<file path="src/rtl/rf_access_arbiter_if.sv">
// Requester-side access channel: request handshake plus registered read response.
interface rf_access_arbiter_if #(
  parameter int DATA_WIDTH = 32,
  parameter int ADDR_WIDTH = 5
) ();
  logic                  req_valid;
  logic                  req_ready;
  logic                  req_we;
  logic [ADDR_WIDTH-1:0] req_addr;
  logic [DATA_WIDTH-1:0] req_wdata;
  logic                  rsp_valid;
  logic [DATA_WIDTH-1:0] rsp_rdata;

  modport master (
    output req_valid, req_we, req_addr, req_wdata,
    input  req_ready, rsp_valid, rsp_rdata
  );

  modport slave (
    input  req_valid, req_we, req_addr, req_wdata,
    output req_ready, rsp_valid, rsp_rdata
  );
endinterface

</file>
<file path="src/rtl/rf_access_arbiter.sv">
// Register-file front end: zero-fills the RF after reset, then round-robins the
// single write port and the single read port independently between A and B.
module rf_access_arbiter #(
  parameter int DATA_WIDTH = 32,
  parameter int ADDR_WIDTH = 5
) (
  input  logic                  clk,
  input  logic                  rstn,
  rf_access_arbiter_if.slave    a,
  rf_access_arbiter_if.slave    b,
  output logic                  init_done,
  output logic                  rf_we,
  output logic [ADDR_WIDTH-1:0] rf_wa,
  output logic [DATA_WIDTH-1:0] rf_wd,
  output logic [ADDR_WIDTH-1:0] rf_ra,
  input  logic [DATA_WIDTH-1:0] rf_rd
);
  localparam logic [ADDR_WIDTH:0] LAST = (ADDR_WIDTH+1)'(2**ADDR_WIDTH - 1);

  typedef enum logic {INIT, RUN} state_t;

  state_t                state, state_nxt;
  logic [ADDR_WIDTH:0]   init_cnt;
  logic                  wr_ptr, rd_ptr;  // 0: A has priority, 1: B
  logic                  wr_cand_a, wr_cand_b, rd_cand_a, rd_cand_b;
  logic                  wr_gnt_a, wr_gnt_b, rd_gnt_a, rd_gnt_b;
  logic [DATA_WIDTH-1:0] rd_data;

  always_comb begin
    state_nxt   = state;
    wr_cand_a   = 1'b0;
    wr_cand_b   = 1'b0;
    rd_cand_a   = 1'b0;
    rd_cand_b   = 1'b0;
    wr_gnt_a    = 1'b0;
    wr_gnt_b    = 1'b0;
    rd_gnt_a    = 1'b0;
    rd_gnt_b    = 1'b0;
    rf_we       = 1'b0;
    rf_wa       = '0;
    rf_wd       = '0;
    rf_ra       = '0;
    rd_data     = rf_rd;
    a.req_ready = 1'b0;
    b.req_ready = 1'b0;
    case (state)
      INIT: begin
        rf_we = 1'b1;
        rf_wa = init_cnt[ADDR_WIDTH-1:0];
        if (init_cnt == LAST) state_nxt = RUN;
      end
      RUN: begin
        wr_cand_a = a.req_valid &  a.req_we;
        wr_cand_b = b.req_valid &  b.req_we;
        rd_cand_a = a.req_valid & ~a.req_we;
        rd_cand_b = b.req_valid & ~b.req_we;
        wr_gnt_a  = wr_cand_a & (~wr_cand_b | ~wr_ptr);
        wr_gnt_b  = wr_cand_b & (~wr_cand_a |  wr_ptr);
        rd_gnt_a  = rd_cand_a & (~rd_cand_b | ~rd_ptr);
        rd_gnt_b  = rd_cand_b & (~rd_cand_a |  rd_ptr);
        rf_we     = wr_gnt_a | wr_gnt_b;
        if (wr_gnt_a) begin
          rf_wa = a.req_addr;
          rf_wd = a.req_wdata;
        end else if (wr_gnt_b) begin
          rf_wa = b.req_addr;
          rf_wd = b.req_wdata;
        end
        if (rd_gnt_a)      rf_ra = a.req_addr;
        else if (rd_gnt_b) rf_ra = b.req_addr;
        // Same-cycle write to the read address: return the new value.
        if (rf_we && (rd_gnt_a || rd_gnt_b) && rf_ra == rf_wa) rd_data = rf_wd;
        a.req_ready = wr_gnt_a | rd_gnt_a;
        b.req_ready = wr_gnt_b | rd_gnt_b;
      end
      default: state_nxt = INIT;
    endcase
  end

  always_ff @(posedge clk or negedge rstn) begin
    if (!rstn) begin
      state       <= INIT;
      init_cnt    <= '0;
      init_done   <= 1'b0;
      wr_ptr      <= 1'b0;
      rd_ptr      <= 1'b0;
      a.rsp_valid <= 1'b0;
      a.rsp_rdata <= '0;
      b.rsp_valid <= 1'b0;
      b.rsp_rdata <= '0;
    end else begin
      state     <= state_nxt;
      init_done <= (state_nxt == RUN);
      if (state == INIT) init_cnt <= init_cnt + 1'b1;
      if (wr_gnt_a)      wr_ptr <= 1'b1;
      else if (wr_gnt_b) wr_ptr <= 1'b0;
      if (rd_gnt_a)      rd_ptr <= 1'b1;
      else if (rd_gnt_b) rd_ptr <= 1'b0;
      a.rsp_valid <= rd_gnt_a;
      b.rsp_valid <= rd_gnt_b;
      if (rd_gnt_a) a.rsp_rdata <= rd_data;
      if (rd_gnt_b) b.rsp_rdata <= rd_data;
    end
  end
endmodule

</file>
<file path="src/flat_wrapper.sv">
// flat-port wrapper written by rule: the top's interface ports become plain ports
module rf_access_arbiter_flat 
#(
  parameter int DATA_WIDTH = 32,
  parameter int ADDR_WIDTH = 5
)
  (clk, rstn, init_done, rf_we, rf_wa, rf_wd, rf_ra, rf_rd, a_req_valid, a_req_we, a_req_addr, a_req_wdata, a_req_ready, a_rsp_valid, a_rsp_rdata, b_req_valid, b_req_we, b_req_addr, b_req_wdata, b_req_ready, b_rsp_valid, b_rsp_rdata);
  rf_access_arbiter_if #(.DATA_WIDTH(DATA_WIDTH), .ADDR_WIDTH(ADDR_WIDTH)) a_i ();
  rf_access_arbiter_if #(.DATA_WIDTH(DATA_WIDTH), .ADDR_WIDTH(ADDR_WIDTH)) b_i ();
  input  logic clk;
  input  logic rstn;
  output logic init_done;
  output logic rf_we;
  output logic [ADDR_WIDTH-1:0] rf_wa;
  output logic [DATA_WIDTH-1:0] rf_wd;
  output logic [ADDR_WIDTH-1:0] rf_ra;
  input  logic [DATA_WIDTH-1:0] rf_rd;
  input wire logic [$bits(a_i.req_valid)-1:0] a_req_valid;
  input wire logic [$bits(a_i.req_we)-1:0] a_req_we;
  input wire logic [$bits(a_i.req_addr)-1:0] a_req_addr;
  input wire logic [$bits(a_i.req_wdata)-1:0] a_req_wdata;
  output wire logic [$bits(a_i.req_ready)-1:0] a_req_ready;
  output wire logic [$bits(a_i.rsp_valid)-1:0] a_rsp_valid;
  output wire logic [$bits(a_i.rsp_rdata)-1:0] a_rsp_rdata;
  input wire logic [$bits(b_i.req_valid)-1:0] b_req_valid;
  input wire logic [$bits(b_i.req_we)-1:0] b_req_we;
  input wire logic [$bits(b_i.req_addr)-1:0] b_req_addr;
  input wire logic [$bits(b_i.req_wdata)-1:0] b_req_wdata;
  output wire logic [$bits(b_i.req_ready)-1:0] b_req_ready;
  output wire logic [$bits(b_i.rsp_valid)-1:0] b_rsp_valid;
  output wire logic [$bits(b_i.rsp_rdata)-1:0] b_rsp_rdata;
  assign a_i.req_valid = a_req_valid;
  assign a_i.req_we = a_req_we;
  assign a_i.req_addr = a_req_addr;
  assign a_i.req_wdata = a_req_wdata;
  assign a_req_ready = a_i.req_ready;
  assign a_rsp_valid = a_i.rsp_valid;
  assign a_rsp_rdata = a_i.rsp_rdata;
  assign b_i.req_valid = b_req_valid;
  assign b_i.req_we = b_req_we;
  assign b_i.req_addr = b_req_addr;
  assign b_i.req_wdata = b_req_wdata;
  assign b_req_ready = b_i.req_ready;
  assign b_rsp_valid = b_i.rsp_valid;
  assign b_rsp_rdata = b_i.rsp_rdata;
  rf_access_arbiter #(.DATA_WIDTH(DATA_WIDTH), .ADDR_WIDTH(ADDR_WIDTH)) u_core (.clk(clk), .rstn(rstn), .a(a_i), .b(b_i), .init_done(init_done), .rf_we(rf_we), .rf_wa(rf_wa), .rf_wd(rf_wd), .rf_ra(rf_ra), .rf_rd(rf_rd));
endmodule
</file>
<file path="config.mk">
export PLATFORM = sky130hd
export DESIGN_NAME = rf_access_arbiter_flat
export DESIGN_NICKNAME = d
export VERILOG_FILES = /design/src/rtl/rf_access_arbiter_if.sv /design/src/rtl/rf_access_arbiter.sv /design/src/flat_wrapper.sv
export SDC_FILE = /design/constraint.sdc
export NUM_CORES = 1
export LEC_CHECK = 0
export CAP_MARGIN = 20
export CORE_ASPECT_RATIO = 0.8
export CORE_MARGIN = 3
export CORE_UTILIZATION = 35
export DETAILED_ROUTE_END_ITERATION = 12
export GPL_ROUTABILITY_DRIVEN = 1
export GPL_TIMING_DRIVEN = 0
export PLACE_DENSITY = 0.8
export RECOVER_POWER = 50
export SLEW_MARGIN = 0
export SYNTH_ARGS = -nofsm -noshare
export SYNTH_HDL_FRONTEND = slang
export SYNTH_SLANG_ARGS = --single-unit
</file>
<file path="constraint.sdc">
create_clock -name clk -period 5.05 [get_ports clk]
set_input_delay 0.7575 -clock clk [delete_from_list [all_inputs] [get_ports clk]]
set_output_delay 0.7575 -clock clk [all_outputs]
set_load 0.1 [all_outputs]
</file>
==> summary.txt <==
Run status
  – Status: finished, violations left
  – Failing checks: max-capacitance violations, max-slew violations

Timing
  – Final hold violation count: 0
  – Max Slew Vio Count: 78
  – Slew @ Worst Pin: 2390 ps
  – Clock skew: 6.05 ps
  – Slew margin rel.: -59.2%
  – Hold_ws: 465 ps
  – F_max: 0.209 GHz
  – RSZ-0062 raised after global routing: no
  – TNS Setup: 0 ps
  – Setup violations, final: 0
  – Final worst path period share: 94.9%
  – Final Critical Period: 4790 ps

Power and ir drop
  – Total Power: 0.00286 W
  – Pwr dens: 416 nW/um2
  – Pleak: 3.04 nW
  – VDD IR max: 241 uV

Logic synthesis
  – Seq/Total Area, Yosys: 45.2%
  – Synthesized area per cell: 9.58 um2
  – FFs w/ async S/R, synth: 100%
  – Synthesized area: 4160 um2
  – Primary FF master, synth: dfrtp_1
  – #FFs+latches synth: 75
  – Syn_nets: 547
  – Post-synthesis cell count: 434
  – Number of synthesized flops with an enable pin: 0
  – Yosys warning count: 0
  – Synth cell types: 40

Drt
  – Post-Route WL: 15.6 mm
  – Drt wl/cell: 19.1 um
  – # DRC: 0
  – Antenna-violating nets left: 0
  – Via count: 4483
  – Drt pass-1 iters: 4
  – Vias per cell: 5.49
  – Iter 0 DRT Violations: 257

Die
  – Die Width: 128 um
  – CORE AREA: 11200 um2
  – Floorplan row count: 34
  – I/O pin cnt: 224
  – Die H: 103 um
  – DIE AREA: 13200 um2
  – Initial Util: 37.0%

CTS
  – Hold buffers post-CTS: 0
  – CTS root buf: clkbuf_16
  – CTS tree: built
  – Buffer count from post-CTS setup fixing: 0
  – Clk slew on worst S/H paths: 60 ps
  – Clock Sinks: 75
  – CTS Buf Count: 9
  – CTS max path bufs: 2
  – Max H-tree Level: 3
  – Clk Latency, worst-skew pair: 330 ps
  – Post-cts resize count: 7

Placement
  – HPWL Detailed: 11.9 mm
  – I/O Buffers: 222
  – Placer Congestion: 0.845

Critical path
  – Worst stage delay on the critical path: 880 ps
  – Crit-path slowest cell: dlygate4sd2_1
  – WS Path Type: primary input to primary output
  – Critical Path End Type: primary output
  – CP bufs+invs: 5
  – Crit path DAT: 4030 ps
  – Critical Path RT: 4290 ps
  – Cell family with most CP delay: buffers and inverters
  – Critical Path Source Type: primary input
  – Top cell by count, worst path: clkbuf_1
  – Worst Path Max Fanout: 10
  – CP Cell Sequence: clkdlybuf4s50_1 > clkbuf_8 > nand2_1 > a31oi_1 > clkbuf_1 > clkbuf_1 > a22oi_1 > nor2_1 > dlygate4sd2_1

Cells and area
  – Layout Nets: 781
  – Sequential cell area: 1880 um2
  – Fraction of layout cells with a size suffix above 1: 9.36%
  – Inserted Diodes: 0
  – Multi-input combinational cell area: 1900 um2
  – Area growth, synth to finish: 65.2%
  – Fillers: 973

Global route
  – Largest net degree at the start of global routing: 46
  – Global-route wire length before repair: 24.3 mm
  – Grt ovf: 0
  – Met2 GRT Util: 41.3%
  – Met3 usage: 7.08%
  – Antenna violations before repair: 0
  – M1 GR Usage: 28.3%
  – Global Route Usage Sum: 23.4%
  – Grt peak-use layer: met2
  – Vias in the first global route: 4485

Flow run
  – Maxcap violations: 2

Hold path
  – Worst hold path type: flop to flop
[flip-flops by register name, summed over array words and instances (netlist names)]
signal / count
u_core.a.rsp_valid: 1
u_core.b.rsp_rdata: 32
u_core.a.rsp_rdata: 32
u_core.rd_ptr: 1
u_core.init_done: 1
u_core.b.rsp_valid: 1
u_core.wr_ptr: 1
u_core.init_cnt: 6
[layout make-up]
class	instances	area share (%)
clock buffer	12	3.73
timing repair buffer	223	32.6
buffer	35	3.26
clock inverter	4	0.711
inverter	38	2.08
tap	144	2.62
multi-input combinational	286	27.6
sequential	75	27.3
[routing by layer]
metal / vias up / share of wire (%)
li1: 2058 / -
met1: 2219 / 40
met2: 184 / 50
met3: 22 / 7.8
met4: 0 / 1.5
met5: - / 0
[power by group]
| group | total, W | internal, W | switching (W) |
|---|---|---|---|
| Sequential | 0.000748 | 0.000694 | 0.0000545 |
| Clock | 0.000656 | 0.000409 | 0.000247 |
| Combinational | 0.00145 | 0.000345 | 0.00111 |
[cells in the mapped netlist (2+ instances only)]
master	count	area [um2]
nor2_1	115	432
nor3_4	2	32.5
nand2_1	13	48.8
a221oi_1	50	438
buf_2	2	10.0
a221oi_2	18	270
inv_1	36	135
buf_6	8	90.1
buf_4	6	45.0
dfrtp_1	75	1880
clkbuf_1	17	63.8
o21ai_0	9	45.0
nand3_1	10	50.1
and3_2	2	15.0
xnor2_1	4	35.0
a21oi_4	3	48.8
a22oi_1	39	293
inv_2	2	7.51
and4_4	2	22.5
[worst reg2reg max path: stages (launching register included)]
cell      delay, ps
dfrtp_1         430
a31oi_1         220
clkbuf_1        530
clkbuf_1        460
a22oi_1         270
a221oi_2        310
[logic make-up (layout without fill, tap and decap cells)]
kind of cell	count (synthesis)	count (layout)	share of synthesized area [%]
AOI/OAI and AO/OA	126	126	28.1
xor gates and xnor gates	6	6	1.44
adders and majority gates	1	1	0.301
buffers and inverters	73	312	8.91
DFF	75	75	45.2
muxes	1	1	0.271
and+or+nand+nor	152	152	15.8
[metrics by stage]
step | util, % | cell area [um2] | cells | worst slack (ps)
final | 61.2 | 6870 | 817 | 258
after global placement | 58.4 | 6560 | 800 | 0.445
after floorplan | - | 4160 | 434 | 1040
after CTS | 61.3 | 6880 | 817 | 1.53
after global routing | 61.2 | 6870 | 817 | 25.6
after detailed placement | 58.6 | 6580 | 801 | -52.0
[worst paths after layout]
check                              startpoint  cells past startpoint  slack [ps]                     end
setup / recovery                  a_req_valid                      9         260               rf_wd[23]
hold / removal             u_core.init_cnt[5]                      1         470      u_core.init_cnt[5]
setup reg to reg                u_core.wr_ptr                      5        2740  u_core.a.rsp_rdata[23]
hold reg to reg            u_core.init_cnt[5]                      1         470      u_core.init_cnt[5]
max in group asynchronous                rstn                      2        1230   u_core.b.rsp_rdata[0]
min in group asynchronous                rstn                      1         850  u_core.b.rsp_rdata[18]
[cell usage in the layout, fill, tap and decap left out, drive strengths merged, types with 2 or more instances in the layout]
master         count
a21oi              3
a221oi            68
a22oi             39
and3               2
and4               2
buf               14
clkbuf            35
clkdlybuf4s50    156
clkinv             3
dfrtp             75
dlygate4sd2        7
dlygate4sd3       46
dlymetal6s2s      12
inv               38
nand2             13
nand3             10
nor2             115
nor3               3
o21ai              9
xnor2              5
No activity file was read; power rests on OpenSTA's default activity.
